===== src/rtl/axi_lite_reg_slave_pkg.sv =====
// Shared types, response codes and address decode for the AXI4-lite register target.
package axi_lite_pkg;

    localparam logic RESP_OKAY = 1'b0;
    localparam logic RESP_ERR  = 1'b1;

    typedef enum logic {W_IDLE, W_RESP} wr_state_t;
    typedef enum logic {R_IDLE, R_DATA} rd_state_t;

    // True when the byte address is word-aligned and selects an existing register.
    function automatic logic addr_ok(input logic [31:0] addr, input int num_regs);
        return (addr[1:0] == 2'b00) && ({2'b00, addr[31:2]} < $unsigned(num_regs));
    endfunction

endpackage


===== src/rtl/axi_lite_reg_slave_if.sv =====
// AXI4-lite single-beat bus with master and slave views.
interface axi_lite_inf #(
    parameter int DATA_SIZE = 32,
    parameter int ADDR_SIAE = 32
);
    logic                 awvalid;
    logic                 awready;
    logic [ADDR_SIAE-1:0] awaddr;
    logic                 awid;
    logic                 awsize;
    logic                 wvalid;
    logic                 wready;
    logic [DATA_SIZE-1:0] wdata;
    logic                 wlast;
    logic                 bvalid;
    logic                 bready;
    logic                 bresp;
    logic                 bid;
    logic                 arvalid;
    logic                 arready;
    logic [ADDR_SIAE-1:0] araddr;
    logic                 arid;
    logic                 arsize;
    logic                 rvalid;
    logic                 rready;
    logic [DATA_SIZE-1:0] rdata;
    logic                 rlast;
    logic                 rid;
    logic                 rresp;

    modport master (
        output awvalid, awaddr, awid, awsize, wvalid, wdata, wlast, bready,
               arvalid, araddr, arid, arsize, rready,
        input  awready, wready, bvalid, bresp, bid, arready, rvalid, rdata,
               rlast, rid, rresp
    );

    modport slave (
        input  awvalid, awaddr, awid, awsize, wvalid, wdata, wlast, bready,
               arvalid, araddr, arid, arsize, rready,
        output awready, wready, bvalid, bresp, bid, arready, rvalid, rdata,
               rlast, rid, rresp
    );
endinterface


===== src/rtl/axi_lite_reg_slave.sv =====
// AXI4-lite register target: bank of NUM_REGS 32-bit registers, register 0 is a read-only ID.
module axi_lite_reg_slave
    import axi_lite_pkg::*;
#(
    parameter int                   DATA_SIZE = 32,
    parameter int                   ADDR_SIAE = 32,
    parameter int                   NUM_REGS  = 8,
    parameter logic [DATA_SIZE-1:0] ID_VALUE  = 32'hA5A5_0001
) (
    input logic       clk,
    input logic       reset_n,
    axi_lite_inf.slave bus
);

    localparam int IDX_W = $clog2(NUM_REGS);

    wr_state_t wr_state, wr_next;
    rd_state_t rd_state, rd_next;

    logic [DATA_SIZE-1:0] regs [NUM_REGS];

    logic                 aw_got, w_got;
    logic [ADDR_SIAE-1:0] aw_addr_q;
    logic                 aw_id_q;
    logic [DATA_SIZE-1:0] w_data_q;
    logic                 bresp_q, bid_q;

    logic                 aw_hs, w_hs, commit, wr_good, wr_id;
    logic [ADDR_SIAE-1:0] wr_addr;
    logic [DATA_SIZE-1:0] wr_data;
    logic [IDX_W-1:0]     wr_idx;

    logic                 ar_hs;
    logic [IDX_W-1:0]     rd_idx;
    logic [DATA_SIZE-1:0] rdata_q;
    logic                 rresp_q, rid_q;

    // Size and last carry no information for single-beat full-word accesses.
    logic unused_inputs;
    assign unused_inputs = ^{bus.awsize, bus.wlast, bus.arsize};

    assign aw_hs   = bus.awvalid && bus.awready;
    assign w_hs    = bus.wvalid && bus.wready;
    // Commit on the edge where the later of AW/W lands (or both together).
    assign commit  = (wr_state == W_IDLE) && (aw_got || aw_hs) && (w_got || w_hs);
    assign wr_addr = aw_got ? aw_addr_q : bus.awaddr;
    assign wr_id   = aw_got ? aw_id_q   : bus.awid;
    assign wr_data = w_got  ? w_data_q  : bus.wdata;
    assign wr_idx  = wr_addr[2 +: IDX_W];
    assign wr_good = addr_ok(wr_addr, NUM_REGS) && (wr_idx != '0);

    assign ar_hs   = bus.arvalid && bus.arready;
    assign rd_idx  = bus.araddr[2 +: IDX_W];

    assign bus.bresp = bresp_q;
    assign bus.bid   = bid_q;
    assign bus.rdata = rdata_q;
    assign bus.rresp = rresp_q;
    assign bus.rid   = rid_q;

    // Write FSM state register.
    always_ff @(posedge clk or negedge reset_n) begin
        if (!reset_n) wr_state <= W_IDLE;
        else          wr_state <= wr_next;
    end

    // Write FSM next state.
    always_comb begin
        wr_next = wr_state;
        case (wr_state)
            W_IDLE:  if (commit)     wr_next = W_RESP;
            W_RESP:  if (bus.bready) wr_next = W_IDLE;
            default: wr_next = W_IDLE;
        endcase
    end

    // Write FSM outputs; readies are forced low while reset is held.
    always_comb begin
        bus.awready = 1'b0;
        bus.wready  = 1'b0;
        bus.bvalid  = 1'b0;
        case (wr_state)
            W_IDLE: begin
                bus.awready = reset_n && !aw_got;
                bus.wready  = reset_n && !w_got;
            end
            W_RESP:  bus.bvalid = 1'b1;
            default: ;
        endcase
    end

    // Capture AW/W independently, latch the response at commit, clear on B handshake.
    always_ff @(posedge clk or negedge reset_n) begin
        if (!reset_n) begin
            aw_got    <= 1'b0;
            w_got     <= 1'b0;
            aw_addr_q <= '0;
            aw_id_q   <= 1'b0;
            w_data_q  <= '0;
            bresp_q   <= RESP_OKAY;
            bid_q     <= 1'b0;
        end else if (wr_state == W_RESP) begin
            if (bus.bready) begin
                aw_got <= 1'b0;
                w_got  <= 1'b0;
            end
        end else begin
            if (aw_hs) begin
                aw_got    <= 1'b1;
                aw_addr_q <= bus.awaddr;
                aw_id_q   <= bus.awid;
            end
            if (w_hs) begin
                w_got    <= 1'b1;
                w_data_q <= bus.wdata;
            end
            if (commit) begin
                bresp_q <= wr_good ? RESP_OKAY : RESP_ERR;
                bid_q   <= wr_id;
            end
        end
    end

    // Register bank; register 0 is never written, its reads return ID_VALUE.
    always_ff @(posedge clk or negedge reset_n) begin
        if (!reset_n) begin
            for (int i = 0; i < NUM_REGS; i++) regs[i] <= '0;
        end else if (commit && wr_good) begin
            regs[wr_idx] <= wr_data;
        end
    end

    // Read FSM state register.
    always_ff @(posedge clk or negedge reset_n) begin
        if (!reset_n) rd_state <= R_IDLE;
        else          rd_state <= rd_next;
    end

    // Read FSM next state.
    always_comb begin
        rd_next = rd_state;
        case (rd_state)
            R_IDLE:  if (ar_hs)      rd_next = R_DATA;
            R_DATA:  if (bus.rready) rd_next = R_IDLE;
            default: rd_next = R_IDLE;
        endcase
    end

    // Read FSM outputs.
    always_comb begin
        bus.arready = 1'b0;
        bus.rvalid  = 1'b0;
        bus.rlast   = 1'b0;
        case (rd_state)
            R_IDLE:  bus.arready = reset_n;
            R_DATA: begin
                bus.rvalid = 1'b1;
                bus.rlast  = 1'b1;
            end
            default: ;
        endcase
    end

    // Register read payload at AR handshake; a same-edge write is not yet visible.
    always_ff @(posedge clk or negedge reset_n) begin
        if (!reset_n) begin
            rdata_q <= '0;
            rresp_q <= RESP_OKAY;
            rid_q   <= 1'b0;
        end else if (ar_hs) begin
            rid_q <= bus.arid;
            if (!addr_ok(bus.araddr, NUM_REGS)) begin
                rdata_q <= '0;
                rresp_q <= RESP_ERR;
            end else if (rd_idx == '0) begin
                rdata_q <= ID_VALUE;
                rresp_q <= RESP_OKAY;
            end else begin
                rdata_q <= regs[rd_idx];
                rresp_q <= RESP_OKAY;
            end
        end
    end

endmodule

===== src/flat_wrapper.sv =====
// flat-port wrapper written by rule: the top's interface ports become plain ports
module axi_lite_reg_slave_flat import axi_lite_pkg::*;
#(
    parameter int                   DATA_SIZE = 32,
    parameter int                   ADDR_SIAE = 32,
    parameter int                   NUM_REGS  = 8,
    parameter logic [DATA_SIZE-1:0] ID_VALUE  = 32'hA5A5_0001
)
  (clk, reset_n, bus_awvalid, bus_awaddr, bus_awid, bus_awsize, bus_wvalid, bus_wdata, bus_wlast, bus_bready, bus_arvalid, bus_araddr, bus_arid, bus_arsize, bus_rready, bus_awready, bus_wready, bus_bvalid, bus_bresp, bus_bid, bus_arready, bus_rvalid, bus_rdata, bus_rlast, bus_rid, bus_rresp);
  axi_lite_inf #(.DATA_SIZE(DATA_SIZE), .ADDR_SIAE(ADDR_SIAE)) bus_i ();
  input logic clk;
  input logic reset_n;
  input wire logic [$bits(bus_i.awvalid)-1:0] bus_awvalid;
  input wire logic [$bits(bus_i.awaddr)-1:0] bus_awaddr;
  input wire logic [$bits(bus_i.awid)-1:0] bus_awid;
  input wire logic [$bits(bus_i.awsize)-1:0] bus_awsize;
  input wire logic [$bits(bus_i.wvalid)-1:0] bus_wvalid;
  input wire logic [$bits(bus_i.wdata)-1:0] bus_wdata;
  input wire logic [$bits(bus_i.wlast)-1:0] bus_wlast;
  input wire logic [$bits(bus_i.bready)-1:0] bus_bready;
  input wire logic [$bits(bus_i.arvalid)-1:0] bus_arvalid;
  input wire logic [$bits(bus_i.araddr)-1:0] bus_araddr;
  input wire logic [$bits(bus_i.arid)-1:0] bus_arid;
  input wire logic [$bits(bus_i.arsize)-1:0] bus_arsize;
  input wire logic [$bits(bus_i.rready)-1:0] bus_rready;
  output wire logic [$bits(bus_i.awready)-1:0] bus_awready;
  output wire logic [$bits(bus_i.wready)-1:0] bus_wready;
  output wire logic [$bits(bus_i.bvalid)-1:0] bus_bvalid;
  output wire logic [$bits(bus_i.bresp)-1:0] bus_bresp;
  output wire logic [$bits(bus_i.bid)-1:0] bus_bid;
  output wire logic [$bits(bus_i.arready)-1:0] bus_arready;
  output wire logic [$bits(bus_i.rvalid)-1:0] bus_rvalid;
  output wire logic [$bits(bus_i.rdata)-1:0] bus_rdata;
  output wire logic [$bits(bus_i.rlast)-1:0] bus_rlast;
  output wire logic [$bits(bus_i.rid)-1:0] bus_rid;
  output wire logic [$bits(bus_i.rresp)-1:0] bus_rresp;
  assign bus_i.awvalid = bus_awvalid;
  assign bus_i.awaddr = bus_awaddr;
  assign bus_i.awid = bus_awid;
  assign bus_i.awsize = bus_awsize;
  assign bus_i.wvalid = bus_wvalid;
  assign bus_i.wdata = bus_wdata;
  assign bus_i.wlast = bus_wlast;
  assign bus_i.bready = bus_bready;
  assign bus_i.arvalid = bus_arvalid;
  assign bus_i.araddr = bus_araddr;
  assign bus_i.arid = bus_arid;
  assign bus_i.arsize = bus_arsize;
  assign bus_i.rready = bus_rready;
  assign bus_awready = bus_i.awready;
  assign bus_wready = bus_i.wready;
  assign bus_bvalid = bus_i.bvalid;
  assign bus_bresp = bus_i.bresp;
  assign bus_bid = bus_i.bid;
  assign bus_arready = bus_i.arready;
  assign bus_rvalid = bus_i.rvalid;
  assign bus_rdata = bus_i.rdata;
  assign bus_rlast = bus_i.rlast;
  assign bus_rid = bus_i.rid;
  assign bus_rresp = bus_i.rresp;
  axi_lite_reg_slave #(.DATA_SIZE(DATA_SIZE), .ADDR_SIAE(ADDR_SIAE), .NUM_REGS(NUM_REGS), .ID_VALUE(ID_VALUE)) u_core (.clk(clk), .reset_n(reset_n), .bus(bus_i));
endmodule

===== config.mk =====
export PLATFORM = sky130hd
export DESIGN_NAME = axi_lite_reg_slave_flat
export DESIGN_NICKNAME = d
export VERILOG_FILES = /design/src/rtl/axi_lite_reg_slave_pkg.sv /design/src/rtl/axi_lite_reg_slave_if.sv /design/src/rtl/axi_lite_reg_slave.sv /design/src/flat_wrapper.sv
export SDC_FILE = /design/constraint.sdc
export NUM_CORES = 1
export LEC_CHECK = 0
export BUFFER_PORTS_ARGS = -buffer_cell sky130_fd_sc_hd__buf_2
export CORE_ASPECT_RATIO = 1.25
export CORE_UTILIZATION = 55
export CTS_CLUSTER_SIZE = 40
export DETAILED_ROUTE_END_ITERATION = 7
export GPL_ROUTABILITY_DRIVEN = 1
export PLACE_DENSITY = 0.75
export SLEW_MARGIN = 15
export SYNTH_ARGS = -nofsm -noshare
export SYNTH_HDL_FRONTEND = slang
export SYNTH_SLANG_ARGS = --single-unit

===== constraint.sdc =====
create_clock -name clk -period 3.5 [get_ports clk]
set_input_delay 0.7 -clock clk [delete_from_list [all_inputs] [get_ports clk]]
set_output_delay 0.7 -clock clk [all_outputs]
set_load 0.05 [all_outputs]

# Word level (Yosys, flattened, before mapping)
# Index checks and enable logic that the tools add are counted.
[totals]
ff_bits = 361
latchBits = 0
ramBits = 0
romBits = 0
inputBits = 108
out_inout_bits = 42
mem_count = 0
[op_classes]
addsub = 0
mul = 0
n_div = 0
n_lt_le_gt_ge = 5
n_eq_ne = 1
shifts = 0
n_mux = 29
n_bitwise = 4
reduce_logical = 27
[ops]
columns = ["op", "n"]
rows = [
  ["256-bit bitwise mux", 1],
  ["32-bit two-way mux", 7],
  ["32-bit binary-select mux with 3-bit select", 1],
  ["32-bit demux with 3-bit select", 1],
  ["30-bit by 4-bit < comparator with 1-bit output (second input constant)", 2],
  ["1-bit two-way mux", 17],
  ["1-bit logical AND", 12],
  ["2-bit AND reduction", 5],
  ["4-bit greater-or-equal comparator (second input constant)", 2],
  ["3-bit inverter with 4-bit output", 2],
  ["2-bit logical NOT", 2],
  ["4-bit by 1-bit < comparator with 1-bit output (second input constant)", 1],
  ["1-bit case mux with 2 select lines", 2],
  ["2-bit nonzero test", 2],
  ["3-bit logical NOT", 1],
  ["3-bit nonzero test", 1],
  ["1-bit logical NOT", 2],
  ["1-bit logical OR", 2],
  ["2-bit inequality test (second input constant)", 1],
  ["1-bit inverter", 2],
]

# Logic depth before layout (Yosys ltp)
[logic_depth]
ltp_word = 9
depth_mapped = 8

# Least setup slack after synthesis
# Ideal clock, no wire load.
[synth_path]
path_kind = "input to register"
from = "in reset_n"
to = "reg u_core.rdata_q[10], in the netlist u_core.bus.rdata[10]"
setup_time_ns = 0.083
t_arrival_ns = 2.709
required_time_ns = 3.417
slack_ns = 0.709
cell_stages = 6
path_cell_list = "nor2b_1 nand2_1 nor4_1 o31ai_1 clkbuf_1 o21ai_0"
[synth_via]
elab_chain_cells = 2
[synth_lines]
columns = ["element", "line", "rtl"]
rows = [
  ["start, declared", "flat_wrapper.sv:12", "input logic reset_n;"],
  ["1-bit two-way mux", "axi_lite_reg_slave.sv:154", "case (rd_state)"],
  ["1-bit logical AND", "axi_lite_reg_slave.sv:52", "assign ar_hs = bus.arvalid && bus.arready;"],
  ["end signal, assigned", "axi_lite_reg_slave.sv:179", "rdata_q <= regs[rd_idx];"],
  ["end, declared", "axi_lite_reg_slave.sv:35", "logic [DATA_SIZE-1:0] rdata_q;"],
]
# Every way passes these cells.
# A chain may end at the register's enable or synchronous reset.

# Final worst setup path
[layout_path]
from = "reg u_core.aw_got"
to = "reg u_core.regs[188] (netlist bit)"
[layout_via]
elab_chain_cells = 8
elab_cells_between_ends = 21
classes_between = "order compare (3); mux (5); bitwise (1); reduce/logical (12)"
[layout_lines]
columns = ["element", "line", "rtl"]
rows = [
  ["start, declared", "axi_lite_reg_slave.sv:22", "logic aw_got, w_got;"],
  ["start signal, assigned", "axi_lite_reg_slave.sv:95", "aw_got <= 1'b0;"],
  ["start signal, assigned", "axi_lite_reg_slave.sv:104", "aw_got <= 1'b0;"],
  ["start signal, assigned", "axi_lite_reg_slave.sv:109", "aw_got <= 1'b1;"],
  ["parallel branches: the longest is 8 deep, another holds 30-bit by 4-bit < comparator with 1-bit output", "n/a", ""],
  ["end signal, assigned by index", "axi_lite_reg_slave.sv:129", "regs[wr_idx] <= wr_data;"],
  ["end, declared", "axi_lite_reg_slave.sv:20", "logic [DATA_SIZE-1:0] regs [NUM_REGS];"],
]
# Several ways; the timed one is not identified.

==> impl_results.html <==
<table>
<tr><th>Metric</th><th>Value</th></tr>
<tr><th colspan="2">STA</th></tr>
<tr><td>Final setup TNS</td><td>0 ns</td></tr>
<tr><td>Least setup slack across all paths after layout</td><td>0.631 ns</td></tr>
<tr><td>Slew at the pin with the worst max-slew slack</td><td>1.02 ns</td></tr>
<tr><td>Normalized max-slew margin</td><td>0.318</td></tr>
<tr><td>Setup Skew</td><td>0.0129 ns</td></tr>
<tr><td>Shortest clock period the worst path allows after layout</td><td>2.87 ns</td></tr>
<tr><td>Hold slack</td><td>0.299 ns</td></tr>
<tr><td>Final cycle utilization of the critical path</td><td>0.820</td></tr>
<tr><td>Final hold vios</td><td>0</td></tr>
<tr><td>Slew Limit Fails</td><td>0</td></tr>
<tr><td>Final-report setup violation count</td><td>0</td></tr>
<tr><td>RSZ-0062 raised after global routing</td><td>no</td></tr>
<tr><td>Max Fclk</td><td>349 MHz</td></tr>
<tr><th colspan="2">Floorplan</th></tr>
<tr><td>Initial core utilization</td><td>0.563</td></tr>
<tr><td>Number of top-level pins</td><td>150</td></tr>
<tr><td>Core box area</td><td>27,800 um2</td></tr>
<tr><td>Number of standard-cell rows in the floorplan</td><td>68</td></tr>
<tr><td>Chip Height</td><td>191 um</td></tr>
<tr><td>Overall die area</td><td>29,200 um2</td></tr>
<tr><td>Die width</td><td>153 um</td></tr>
<tr><th colspan="2">Global route</th></tr>
<tr><td>First-pass GRT wire length</td><td>53,300 um</td></tr>
<tr><td>Maximum number of pins on one net before global-route repair</td><td>121</td></tr>
<tr><td>Antenna violations before repair</td><td>1</td></tr>
<tr><td>Total track usage</td><td>0.233</td></tr>
<tr><td>Via count of the first global-routing pass</td><td>10,000</td></tr>
<tr><td>Global-route congestion overflow total</td><td>0</td></tr>
<tr><th colspan="2">Synth</th></tr>
<tr><td>Syn Area/Cell</td><td>14.1 um2</td></tr>
<tr><td>Post-synth design cell area</td><td>15,700 um2</td></tr>
<tr><td>Count of different cell masters after synthesis</td><td>43</td></tr>
<tr><td>Cell type with the largest total area after synthesis</td><td>dfrtp_1</td></tr>
<tr><td>Number of storage elements in the synthesis netlist</td><td>354</td></tr>
<tr><td>Warnings, synthesis</td><td>0</td></tr>
<tr><td>Number of synthesized flops with an enable pin</td><td>0</td></tr>
<tr><td>Top cells by area in the synthesized netlist</td><td>dfrtp_1 (57%), mux2_2 (18%), mux4_2 (7.9%), nand2_1 (3.2%), mux2_4 (2.9%)</td></tr>
<tr><td>Count of mapped cells out of synthesis</td><td>1,112</td></tr>
<tr><td>Sequential share of the synthesized area</td><td>0.565</td></tr>
<tr><td>Top-count cell post-synth</td><td>dfrtp_1</td></tr>
<tr><td>Share of async-settable or async-resettable flops after synthesis</td><td>1.00</td></tr>
<tr><td>Area fraction of the dominant cell type after synthesis</td><td>0.565</td></tr>
<tr><td>Synth Flop Type</td><td>dfrtp_1</td></tr>
<tr><td>Cell types with the highest counts after synthesis</td><td>dfrtp_1 (354), mux2_2 (252), nand2_1 (134)</td></tr>
<tr><td>Post-synthesis net count</td><td>1,220</td></tr>
<tr><th colspan="2">Clock tree</th></tr>
<tr><td>Clock tree from TritonCTS</td><td>yes</td></tr>
<tr><td>Clock insertion delay at the later pin of the skew report</td><td>0.51 ns</td></tr>
<tr><td>Number of hold buffers added after cts</td><td>0</td></tr>
<tr><td>Clock root buffer</td><td>clkbuf_16</td></tr>
<tr><td>Post_cts resized</td><td>0</td></tr>
<tr><td>Clock buffer depth</td><td>3</td></tr>
<tr><td>Num CTS Buffers</td><td>35</td></tr>
<tr><td>Count of buffers added by post-CTS timing repair for setup</td><td>0</td></tr>
<tr><td>Clk sinks</td><td>354</td></tr>
<tr><td>CTS H-tree lvls</td><td>2</td></tr>
<tr><td>Clock slew seen by the registers of the worst setup and hold paths</td><td>0.06 ns</td></tr>
<tr><th colspan="2">Route</th></tr>
<tr><td>First-pass iteration count of the detailed router</td><td>4</td></tr>
<tr><td>Routed length per placed instance</td><td>20.1 um</td></tr>
<tr><td>DRC viols</td><td>0</td></tr>
<tr><td>WL final</td><td>32,300 um</td></tr>
<tr><td>Number of nets with antenna violations after detailed routing</td><td>0</td></tr>
<tr><td>Number of vias per cell after detailed routing</td><td>5.82</td></tr>
<tr><td>Detailed Route Iter0 Violations</td><td>387</td></tr>
<tr><td>Vias</td><td>9,349</td></tr>
<tr><th colspan="2">Power and ir drop</th></tr>
<tr><td>Worst IR Drop VDD</td><td>0.444 mV</td></tr>
<tr><td>Power density of the placed cells</td><td>591 nW/um2</td></tr>
<tr><td>Reported leakage power</td><td>8.58 nW</td></tr>
<tr><td>Total Power Consumption</td><td>10.6 mW</td></tr>
<tr><th colspan="2">Cells and area</th></tr>
<tr><td>Post-route standard cell area excluding fillers</td><td>18,000 um2</td></tr>
<tr><td>Final core utilization</td><td>0.648</td></tr>
<tr><td>Cell Count, Final, Fillers Out</td><td>1,607</td></tr>
<tr><td>Fraction of final layout cells with drive strength greater than 1</td><td>0.459</td></tr>
<tr><td>Final nets</td><td>1,342</td></tr>
<tr><td>Ant. Diodes</td><td>0</td></tr>
<tr><td>Area delta synth-&gt;final</td><td>15.0%</td></tr>
<tr><th colspan="2">Critical path</th></tr>
<tr><td>Startpoint type of the worst setup path</td><td>register</td></tr>
<tr><td>Required arrival time at the worst endpoint</td><td>3.89 ns</td></tr>
<tr><td>Peak fanout along the critical path</td><td>32</td></tr>
<tr><td>WS Path Type</td><td>reg2reg</td></tr>
<tr><td>Worst EP arrival</td><td>3.25 ns</td></tr>
<tr><td>Critical Path End Type</td><td>register</td></tr>
<tr><th colspan="2">Place</th></tr>
<tr><td>Placer Congestion</td><td>0.768</td></tr>
<tr><td>Detailed placer's ending HPWL</td><td>20,000 um</td></tr>
<tr><td>Pre-CTS setup slack</td><td>0.370 ns</td></tr>
<tr><td>DP Area</td><td>16,900 um2</td></tr>
<tr><td>Placed cell count</td><td>1,547</td></tr>
<tr><td>Count of input and output buffers</td><td>146</td></tr>
<tr><th colspan="2">Worst hold path</th></tr>
<tr><td>Worst hold-check path type</td><td>in2async</td></tr>
<tr><th colspan="2">Run</th></tr>
<tr><td>Number of maximum-capacitance violations</td><td>0</td></tr>
<tr><th colspan="2">Outcome</th></tr>
<tr><td>Outcome</td><td>finished clean</td></tr>
</table>
flip-flops by register name (all words and copies together) (netlist names):
name / cells
u_core.aw_addr_q: 32
u_core.aw_got: 1
u_core.aw_id_q: 1
u_core.bus.bid: 1
u_core.bus.bresp: 1
u_core.bus.rdata: 32
u_core.bus.rid: 1
u_core.bus.rresp: 1
u_core.rd_state: 1
u_core.regs: 249
u_core.w_data_q: 32
u_core.w_got: 1
u_core.wr_state: 1
per-layer routing:
metal / GRT usage / wire length, um / vias to the layer above / share of wire
met5: 0 / 12 / - / 0.00037
met4: 0.0707 / 697 / 2 / 0.022
li1: - / - / 4227 / -
met2: 0.399 / 16100 / 220 / 0.50
met1: 0.309 / 13900 / 4846 / 0.43
met3: 0.0375 / 1510 / 54 / 0.047
report_power, final:
| part | total (mW) | internal, mW | switching, mW |
|---|---|---|---|
| Sequential | 4.88 | 4.60 | 0.281 |
| Combinational | 1.96 | 0.828 | 1.13 |
| Clock | 3.81 | 2.25 | 1.55 |
| Total | 10.6 | 7.68 | 2.96 |
final cells by class:
cell class	count	area (um2)
Tap cell	350	438
Inverter	7	26.3
Fill cell	2004	9800
Multi-Input combinational cell	658	6430
Clock inverter	9	135
Clock buffer	51	1020
Sequential cell	354	8860
Timing Repair Buffer	178	1110
cells by family after synthesis:
logic type | after synthesis | synth area share
compound gates | 80 | 0.0344
buf+inv | 100 | 0.0279
flops | 354 | 0.565
mux | 380 | 0.317
simple gates | 198 | 0.0551
critical path, cell delays in order, from the launching register on:
cell and delay [ns]:
dfrtp_1 0.51, nor4_1 0.33, nand4_1 0.15, or4_1 0.47, buf_4 0.23, a2111oi_4 0.36, buf_12 0.29, mux2_2 0.38
worst paths after layout:
check / start / endpoint / slack [ns] / cells past startpoint
setup / recovery: u_core.aw_got$_DFFE_PN0P_ / u_core.regs[188]$_DFFE_PN0P_ / 0.63 / 7
hold / removal: reset_n / u_core.w_data_q[29]$_DFFE_PN0P_ / 0.30 / 2
setup reg to reg: u_core.aw_got$_DFFE_PN0P_ / u_core.regs[188]$_DFFE_PN0P_ / 0.63 / 7
hold reg to reg: u_core.regs[233]$_DFFE_PN0P_ / u_core.regs[233]$_DFFE_PN0P_ / 0.37 / 0
max in group asynchronous: reset_n / u_core.regs[63]$_DFFE_PN0P_ / 1.20 / 4
min in group clk: u_core.regs[233]$_DFFE_PN0P_ / u_core.regs[233]$_DFFE_PN0P_ / 0.37 / 0
cells in the final DEF, fill, tap and decap left out, drive strengths merged, types with 2 or more instances in the layout:
master	instances
o311ai	2
bufinv	3
a22oi	4
buf	178
dfrtp	354
o21ai	42
nand3	9
inv	10
clkbuf	51
nor4	17
clkinv	3
or4	4
nand4	3
nand2	134
a221oi	3
mux2i	32
mux2	293
mux4	55
nand2b	3
a211oi	12
nor2	17
nor3	4
a21oi	10
(Power assumes the default switching activity.)
